$ cat config.mk
export PLATFORM = sky130hd
export DESIGN_NAME = rom_msg_uart_tx_flat
export DESIGN_NICKNAME = d
export VERILOG_FILES = /design/src/rtl/rom_msg_uart_tx_pkg.sv /design/src/rtl/rom_msg_uart_tx_if.sv /design/src/rtl/rom_msg_uart_tx_baud_gen.sv /design/src/rtl/rom_msg_uart_tx.sv /design/src/flat_wrapper.sv
export SDC_FILE = /design/constraint.sdc
export NUM_CORES = 1
export LEC_CHECK = 0
export ABC_CLOCK_PERIOD_IN_PS = 2200
export BUFFER_PORTS_ARGS = -buffer_cell sky130_fd_sc_hd__buf_4
export CAP_MARGIN = 40
export CORE_MARGIN = 2
export CORE_UTILIZATION = 40
export CTS_BUF_LIST = sky130_fd_sc_hd__clkbuf_4 sky130_fd_sc_hd__clkbuf_8 sky130_fd_sc_hd__clkbuf_16
export DETAILED_ROUTE_END_ITERATION = 12
export GPL_ROUTABILITY_DRIVEN = 0
export HOLD_SLACK_MARGIN = 0.06
export MAX_ROUTING_LAYER = met4
export PLACE_DENSITY = 0.55
export SKIP_LAST_GASP = 1
export SYNTH_ARGS = -nofsm -noshare
export SYNTH_HDL_FRONTEND = slang
export SYNTH_SLANG_ARGS = --single-unit
$ cat constraint.sdc
create_clock -name clk -period 2.2 [get_ports clk]
set_input_delay 0.33 -clock clk [delete_from_list [all_inputs] [get_ports clk]]
set_output_delay 0.33 -clock clk [all_outputs]
set_load 0.02 [all_outputs]
$ cat src/rtl/rom_msg_uart_tx_pkg.sv
// Shared types and constants for the ROM message UART streamer.
package rom_msg_uart_tx_pkg;

    localparam int unsigned FRAME_BITS = 10;
    localparam int unsigned DATA_BITS  = 8;
    localparam int unsigned ADDR_W     = 4;
    localparam int unsigned COUNT_W    = 5;

    localparam logic [DATA_BITS-1:0] ASCII_NUL = 8'h00;

    typedef enum logic [2:0] {
        ST_IDLE,
        ST_FETCH,
        ST_START_BIT,
        ST_DATA_BITS,
        ST_STOP_BIT,
        ST_DONE
    } state_e;

    // Width able to hold 0..clks-1; never below one bit.
    function automatic int unsigned baud_cnt_w(input int unsigned clks);
        return (clks > 1) ? $clog2(clks) : 1;
    endfunction

endpackage

$ cat src/rtl/rom_msg_uart_tx_if.sv
// Control, ROM and serial signals of the message streamer.
interface rom_msg_uart_tx_if;

    logic                                        start;
    logic [rom_msg_uart_tx_pkg::ADDR_W-1:0]      rom_addr;
    logic [rom_msg_uart_tx_pkg::DATA_BITS-1:0]   rom_data;
    logic                                        tx;
    logic                                        busy;
    logic                                        done;
    logic [rom_msg_uart_tx_pkg::COUNT_W-1:0]     char_count;

    modport master (
        input  start,
        input  rom_data,
        output rom_addr,
        output tx,
        output busy,
        output done,
        output char_count
    );

    modport slave (
        output start,
        output rom_data,
        input  rom_addr,
        input  tx,
        input  busy,
        input  done,
        input  char_count
    );

endinterface

$ cat src/rtl/rom_msg_uart_tx_baud_gen.sv
// Bit-period counter; bit_tick marks the last cycle of each UART bit.
module rom_msg_uart_tx_baud_gen
    import rom_msg_uart_tx_pkg::*;
#(
    parameter int unsigned CLKS_PER_BIT = 16
) (
    input  logic clk,
    input  logic rst_n,
    input  logic clear,
    output logic bit_tick
);

    localparam int unsigned CNT_W = baud_cnt_w(CLKS_PER_BIT);
    localparam logic [CNT_W-1:0] LAST_CNT = CNT_W'(CLKS_PER_BIT - 1);

    logic [CNT_W-1:0] cnt;
    logic [CNT_W-1:0] cnt_next;

    always_comb begin
        cnt_next = cnt + CNT_W'(1);
        if (clear || (cnt == LAST_CNT)) begin
            cnt_next = '0;
        end
    end

    // Tick is registered alongside the count so it is high exactly when cnt==LAST_CNT.
    always_ff @(posedge clk or negedge rst_n) begin
        if (!rst_n) begin
            cnt      <= '0;
            bit_tick <= 1'b0;
        end else begin
            cnt      <= cnt_next;
            bit_tick <= (cnt_next == LAST_CNT);
        end
    end

endmodule

$ cat src/rtl/rom_msg_uart_tx.sv
// Walks the character ROM from address 0 and sends each byte as an 8N1 frame
// until a NUL byte or the last address.
module rom_msg_uart_tx
    import rom_msg_uart_tx_pkg::*;
#(
    parameter int unsigned CLKS_PER_BIT = 16
) (
    input  logic               clk,
    input  logic               rst_n,
    rom_msg_uart_tx_if.master  bus
);

    localparam int unsigned BIT_CNT_W = $clog2(DATA_BITS);
    localparam logic [BIT_CNT_W-1:0] LAST_BIT  = BIT_CNT_W'(DATA_BITS - 1);
    localparam logic [ADDR_W-1:0]    LAST_ADDR = '1;

    state_e                 state;
    state_e                 state_next;
    logic [DATA_BITS-1:0]   shreg;
    logic [DATA_BITS-1:0]   shreg_next;
    logic [BIT_CNT_W-1:0]   bit_cnt;
    logic [BIT_CNT_W-1:0]   bit_cnt_next;
    logic [ADDR_W-1:0]      rom_addr;
    logic [ADDR_W-1:0]      rom_addr_next;
    logic [COUNT_W-1:0]     char_count;
    logic [COUNT_W-1:0]     char_count_next;
    logic                   tx;
    logic                   tx_next;
    logic                   busy;
    logic                   busy_next;
    logic                   done;
    logic                   done_next;
    logic                   baud_clear;
    logic                   bit_tick;

    rom_msg_uart_tx_baud_gen #(
        .CLKS_PER_BIT (CLKS_PER_BIT)
    ) u_baud_gen (
        .clk      (clk),
        .rst_n    (rst_n),
        .clear    (baud_clear),
        .bit_tick (bit_tick)
    );

    // State register and registered outputs.
    always_ff @(posedge clk or negedge rst_n) begin
        if (!rst_n) begin
            state      <= ST_IDLE;
            shreg      <= '0;
            bit_cnt    <= '0;
            rom_addr   <= '0;
            char_count <= '0;
            tx         <= 1'b1;
            busy       <= 1'b0;
            done       <= 1'b0;
        end else begin
            state      <= state_next;
            shreg      <= shreg_next;
            bit_cnt    <= bit_cnt_next;
            rom_addr   <= rom_addr_next;
            char_count <= char_count_next;
            tx         <= tx_next;
            busy       <= busy_next;
            done       <= done_next;
        end
    end

    // Next state; tx is derived from the current state so the line lags the FSM by one cycle.
    always_comb begin
        state_next      = state;
        shreg_next      = shreg;
        bit_cnt_next    = bit_cnt;
        rom_addr_next   = rom_addr;
        char_count_next = char_count;
        tx_next         = 1'b1;
        baud_clear      = 1'b1;

        case (state)
            ST_IDLE: begin
                if (bus.start) begin
                    state_next      = ST_FETCH;
                    rom_addr_next   = '0;
                    char_count_next = '0;
                end
            end
            ST_FETCH: begin
                shreg_next   = bus.rom_data;
                bit_cnt_next = '0;
                state_next   = (bus.rom_data == ASCII_NUL) ? ST_DONE : ST_START_BIT;
            end
            ST_START_BIT: begin
                baud_clear = 1'b0;
                tx_next    = 1'b0;
                if (bit_tick) begin
                    state_next = ST_DATA_BITS;
                end
            end
            ST_DATA_BITS: begin
                baud_clear = 1'b0;
                tx_next    = shreg[0];
                if (bit_tick) begin
                    shreg_next = shreg >> 1;
                    if (bit_cnt == LAST_BIT) begin
                        state_next = ST_STOP_BIT;
                    end else begin
                        bit_cnt_next = bit_cnt + BIT_CNT_W'(1);
                    end
                end
            end
            ST_STOP_BIT: begin
                baud_clear = 1'b0;
                if (bit_tick) begin
                    char_count_next = char_count + COUNT_W'(1);
                    if (rom_addr == LAST_ADDR) begin
                        state_next = ST_DONE;
                    end else begin
                        rom_addr_next = rom_addr + ADDR_W'(1);
                        state_next    = ST_FETCH;
                    end
                end
            end
            ST_DONE: begin
                state_next = ST_IDLE;
            end
            default: begin
                state_next = ST_IDLE;
            end
        endcase

        busy_next = (state_next == ST_FETCH)     || (state_next == ST_START_BIT) ||
                    (state_next == ST_DATA_BITS) || (state_next == ST_STOP_BIT);
        done_next = (state_next == ST_DONE);
    end

    assign bus.rom_addr   = rom_addr;
    assign bus.char_count = char_count;
    assign bus.tx         = tx;
    assign bus.busy       = busy;
    assign bus.done       = done;

endmodule

$ cat src/flat_wrapper.sv
// flat-port wrapper written by rule: the top's interface ports become plain ports
module rom_msg_uart_tx_flat import rom_msg_uart_tx_pkg::*;
#(
    parameter int unsigned CLKS_PER_BIT = 16
)
  (clk, rst_n, bus_start, bus_rom_data, bus_rom_addr, bus_tx, bus_busy, bus_done, bus_char_count);
  rom_msg_uart_tx_if bus_i ();
  input  logic clk;
  input  logic rst_n;
  input wire logic [$bits(bus_i.start)-1:0] bus_start;
  input wire logic [$bits(bus_i.rom_data)-1:0] bus_rom_data;
  output wire logic [$bits(bus_i.rom_addr)-1:0] bus_rom_addr;
  output wire logic [$bits(bus_i.tx)-1:0] bus_tx;
  output wire logic [$bits(bus_i.busy)-1:0] bus_busy;
  output wire logic [$bits(bus_i.done)-1:0] bus_done;
  output wire logic [$bits(bus_i.char_count)-1:0] bus_char_count;
  assign bus_i.start = bus_start;
  assign bus_i.rom_data = bus_rom_data;
  assign bus_rom_addr = bus_i.rom_addr;
  assign bus_tx = bus_i.tx;
  assign bus_busy = bus_i.busy;
  assign bus_done = bus_i.done;
  assign bus_char_count = bus_i.char_count;
  rom_msg_uart_tx #(.CLKS_PER_BIT(CLKS_PER_BIT)) u_core (.clk(clk), .rst_n(rst_n), .bus(bus_i));
endmodule
==> flow_summary.yaml <==
pwr:
  leakagePower_nw: 0.8452
  p_int_mw: 1.363
  seqPwrFrac: 0.431
  clockPowerShare: 0.240
  finalPower_mw: 2.103
  powerDensity_mw_per_mm2: 1100
  combPwrFrac: 0.329
  p_sw_mw: 0.7392
  peakVddDrop_mv: 0.5729
  switching_share: 0.3516
clock_tree:
  clock_latency_ns: 0.28
  cts_tree: "done"
  path_clk_slew_ns: 0.07
  clock_path_buffers: 2
  numCtsBuffers: 5
  post_cts_buffers: 0
  h-tree-depth: 2
  cts_resized: 0
  root_buffer: "clkbuf_8"
  cts_sinks: 31
placed_design:
  port_buffers: 22
  place_ws_ns: 0.3872
  hpwl_um: 2409
  placed_area_mm2: 0.001798
cells_and_area:
  drive_gt1_frac: 0.2394
  fin_util: 0.4849
  syn_to_final_growth_pct: 17.54
  multi_input_area_um2: 759.5
  final_area_mm2: 0.001912
  final_common_cell: "dfrtp_1"
  register_area_um2: 777.0
  fill_cells: 360
  antennaDiodeCount: 0
  mostFrequentLayoutCells: "dfrtp_1 (30), buf_4 (24), nor2_1 (22)"
  final_nets: 203
logic_synthesis:
  synth_seq_cells: 31
  yosysTopAreaCellShare: 0.4615
  syn_inst: 162
  yosys.area.top_type: "dfrtp_1"
  synth-seq-area-share: 0.4777
  syn-cell-area_mm2: 0.001627
  synth_area_leaders: "dfrtp_1 (46%), nor2_1 (5.1%), ha_1 (3.8%)"
  yosysUniqueCellTypes: 42
  avgSynthCellArea_um2: 10.04
  ys.warnings.count: 0
  syn-num-nets: 178
critical_path:
  start_kind: "flip-flop"
  r2r-end: "u_core.bus.busy$_DFF_PN0_"
  crit_path_max_fanout: 4
  cp.required_ns: 2.40
  r2r_cells: 6
  crit_arrival_ns: 2.01
  reg2reg_slack_ns: 0.39
  crit_path_end_kind: "flip-flop"
  crit_type: "reg2reg"
  reg2reg_from: "u_core.bit_cnt[0]$_DFFE_PN0P_"
floorplan:
  die_h_um: 67.77
  die_x_um: 67.77
  start_util: 0.4126
  core_area_mm2: 0.003943
  io_pins: 23
  rows: 23
  die_area_mm2: 0.004593
routing:
  vias: 1264
  routedWlPerCell_um: 14.00
  drc: 0
  ant_nets: 0
  drtIter0Drc: 86
  drt_wl_total_um: 3332
  via_per_inst: 5.311
  drt_first_pass_iters: 4
hold_path:
  min-delay-start: "bus_rom_data[7]"
  holdCritPathClass: "in2reg"
  hold_end: "u_core.shreg[7]$_DFFE_PN0P_"
  whs_path_depth: 3
global_route:
  antenna_found_initial: 0
  grt_max_degree: 32
  grt_first_pass_wirelength_um: 5754
  gr-total-overflow: 0
  grt_use_total: 0.1751
  grt_pass1_vias: 1238
sta:
  fin_crit_sh: 0.8245
  hold_viol: 0
  setup-violations-final: 0
  rsz0062_at_grt: "false"
  fmax_ghz: 0.5513
  max_slew_margin: 0.5259
  fin_ws_ns: 0.3861
  fin_skew_ns: 0.009911
  setup_tns_ns: 0
  worst_pin_slew_ns: 0.7012
  layout_min_cycle_time_ns: 1.814
  drv_slew: 0
run_status:
  status: "complete, no violations"
flow_run:
  maxCapViolations: 0
-- power by group through the flow --
stage / logic (mW) / clock network [mW] / registers (mW)
floorplan: 0.570 / 0 / 0.884
CTS: 0.698 / 0.520 / 0.905
global route: 0.788 / 0.553 / 0.935
global placement: 0.660 / 0 / 0.908
detailed placement: 0.691 / 0 / 0.914
finish: 0.691 / 0.505 / 0.906
-- how the worst max path moves through the flow --
stage | to | cells after the start | slack, ns | startpoint
after global placement | u_core.bus.done$_DFF_PN0_ | 6 | 0.46 | u_core.bit_cnt[0]$_DFFE_PN0P_
after detailed placement | u_core.bus.busy$_DFF_PN0_ | 6 | 0.39 | u_core.bit_cnt[0]$_DFFE_PN0P_
after floorplan | u_core.bus.done$_DFF_PN0_ | 6 | 0.53 | u_core.bit_cnt[0]$_DFFE_PN0P_
after CTS | u_core.bus.busy$_DFF_PN0_ | 6 | 0.38 | u_core.bit_cnt[0]$_DFFE_PN0P_
after global routing | u_core.shreg[5]$_DFFE_PN0P_ | 4 | 0.22 | u_core.state[0]$_DFF_PN0_
final | u_core.bus.busy$_DFF_PN0_ | 6 | 0.39 | u_core.bit_cnt[0]$_DFFE_PN0P_
-- sequential cells by signal, summed over array words and instances (netlist names) --
| signal | flops |
|---|---|
| u_core.shreg | 8 |
| u_core.bus.char_count | 5 |
| u_core.bus.rom_addr | 4 |
| u_core.u_baud_gen.cnt | 4 |
| u_core.bit_cnt | 3 |
| u_core.state | 3 |
| u_core.bus.busy | 1 |
| u_core.bus.done | 1 |
| u_core.bus.tx | 1 |
| u_core.u_baud_gen.bit_tick | 1 |
-- layout make-up --
cell class | count | area share
sequential | 31 | 0.4064
clock buffer | 8 | 0.05432
multi-input combinational | 119 | 0.3973
inverter | 5 | 0.009817
timing repair buffer | 25 | 0.09948
tap | 50 | 0.03272
-- critical path, cell delays in order (launching register included) --
cell and delay, ns:
dfrtp_1 0.40, ha_1 0.21, ha_1 0.22, nand3_1 0.10
or2b_2 0.30, a222oi_1 0.34, xnor2_1 0.17
-- layer usage --
layer,GRT usage,wire (µm)
met2,0.2647,1566
met3,0.05500,126
met5,-,0
met1,0.2317,1605
met4,0.03750,34
-- metrics by stage --
step | hold WS, ns | std cells
final | 0.2718 | 238
after detailed placement | 0.2898 | 229
after CTS | 0.2643 | 238
after global routing | 0.2727 | 238
after floorplan | 0.03441 | 162
after global placement | 0.2851 | 229
-- Yosys cell counts (all sizes together) --
master and instances:
a21boi 1, mux2 3, clkbuf 4, or3 2, nor2b 3, nand3b 1
a31o 1, or3b 2, nor4 1, a22o 6, a211oi 1, and3 2
nor2 22, or2 1, o211ai 2, nand2b 1, o31ai 2, o22ai 6
and2 1, nor3 1, a21oi 11, nand4 1, o21ai 5, a222oi 1
dfstp 1, nor4b 1, dfrtp 30, inv 5, or2b 3, xor2 5
ha 5, nor3b 3, o2bb2ai 1, nand2 13, xnor2 2, nand3 7
or4 2, buf 3
-- timing repair --
| item | 4_1_cts | 5_1_grt |
|---|---|---|
| hold buffers | 1 | 0 |
| hold endpoints to repair | 30 | 0 |
| endpoints found under the setup margin | 0 | 0 |
-- cell families after synthesis --
kind of cell    Yosys count  share of synthesized area
simple gates             67                     0.2208
compound gates           37                     0.1492
mux                       3                    0.02077
fa+ha+maj                 5                    0.03846
xor+xnor                  7                    0.03769
buf+inv                  12                    0.05538
flops                    31                     0.4777
Power figures use the tool's default switching activity.
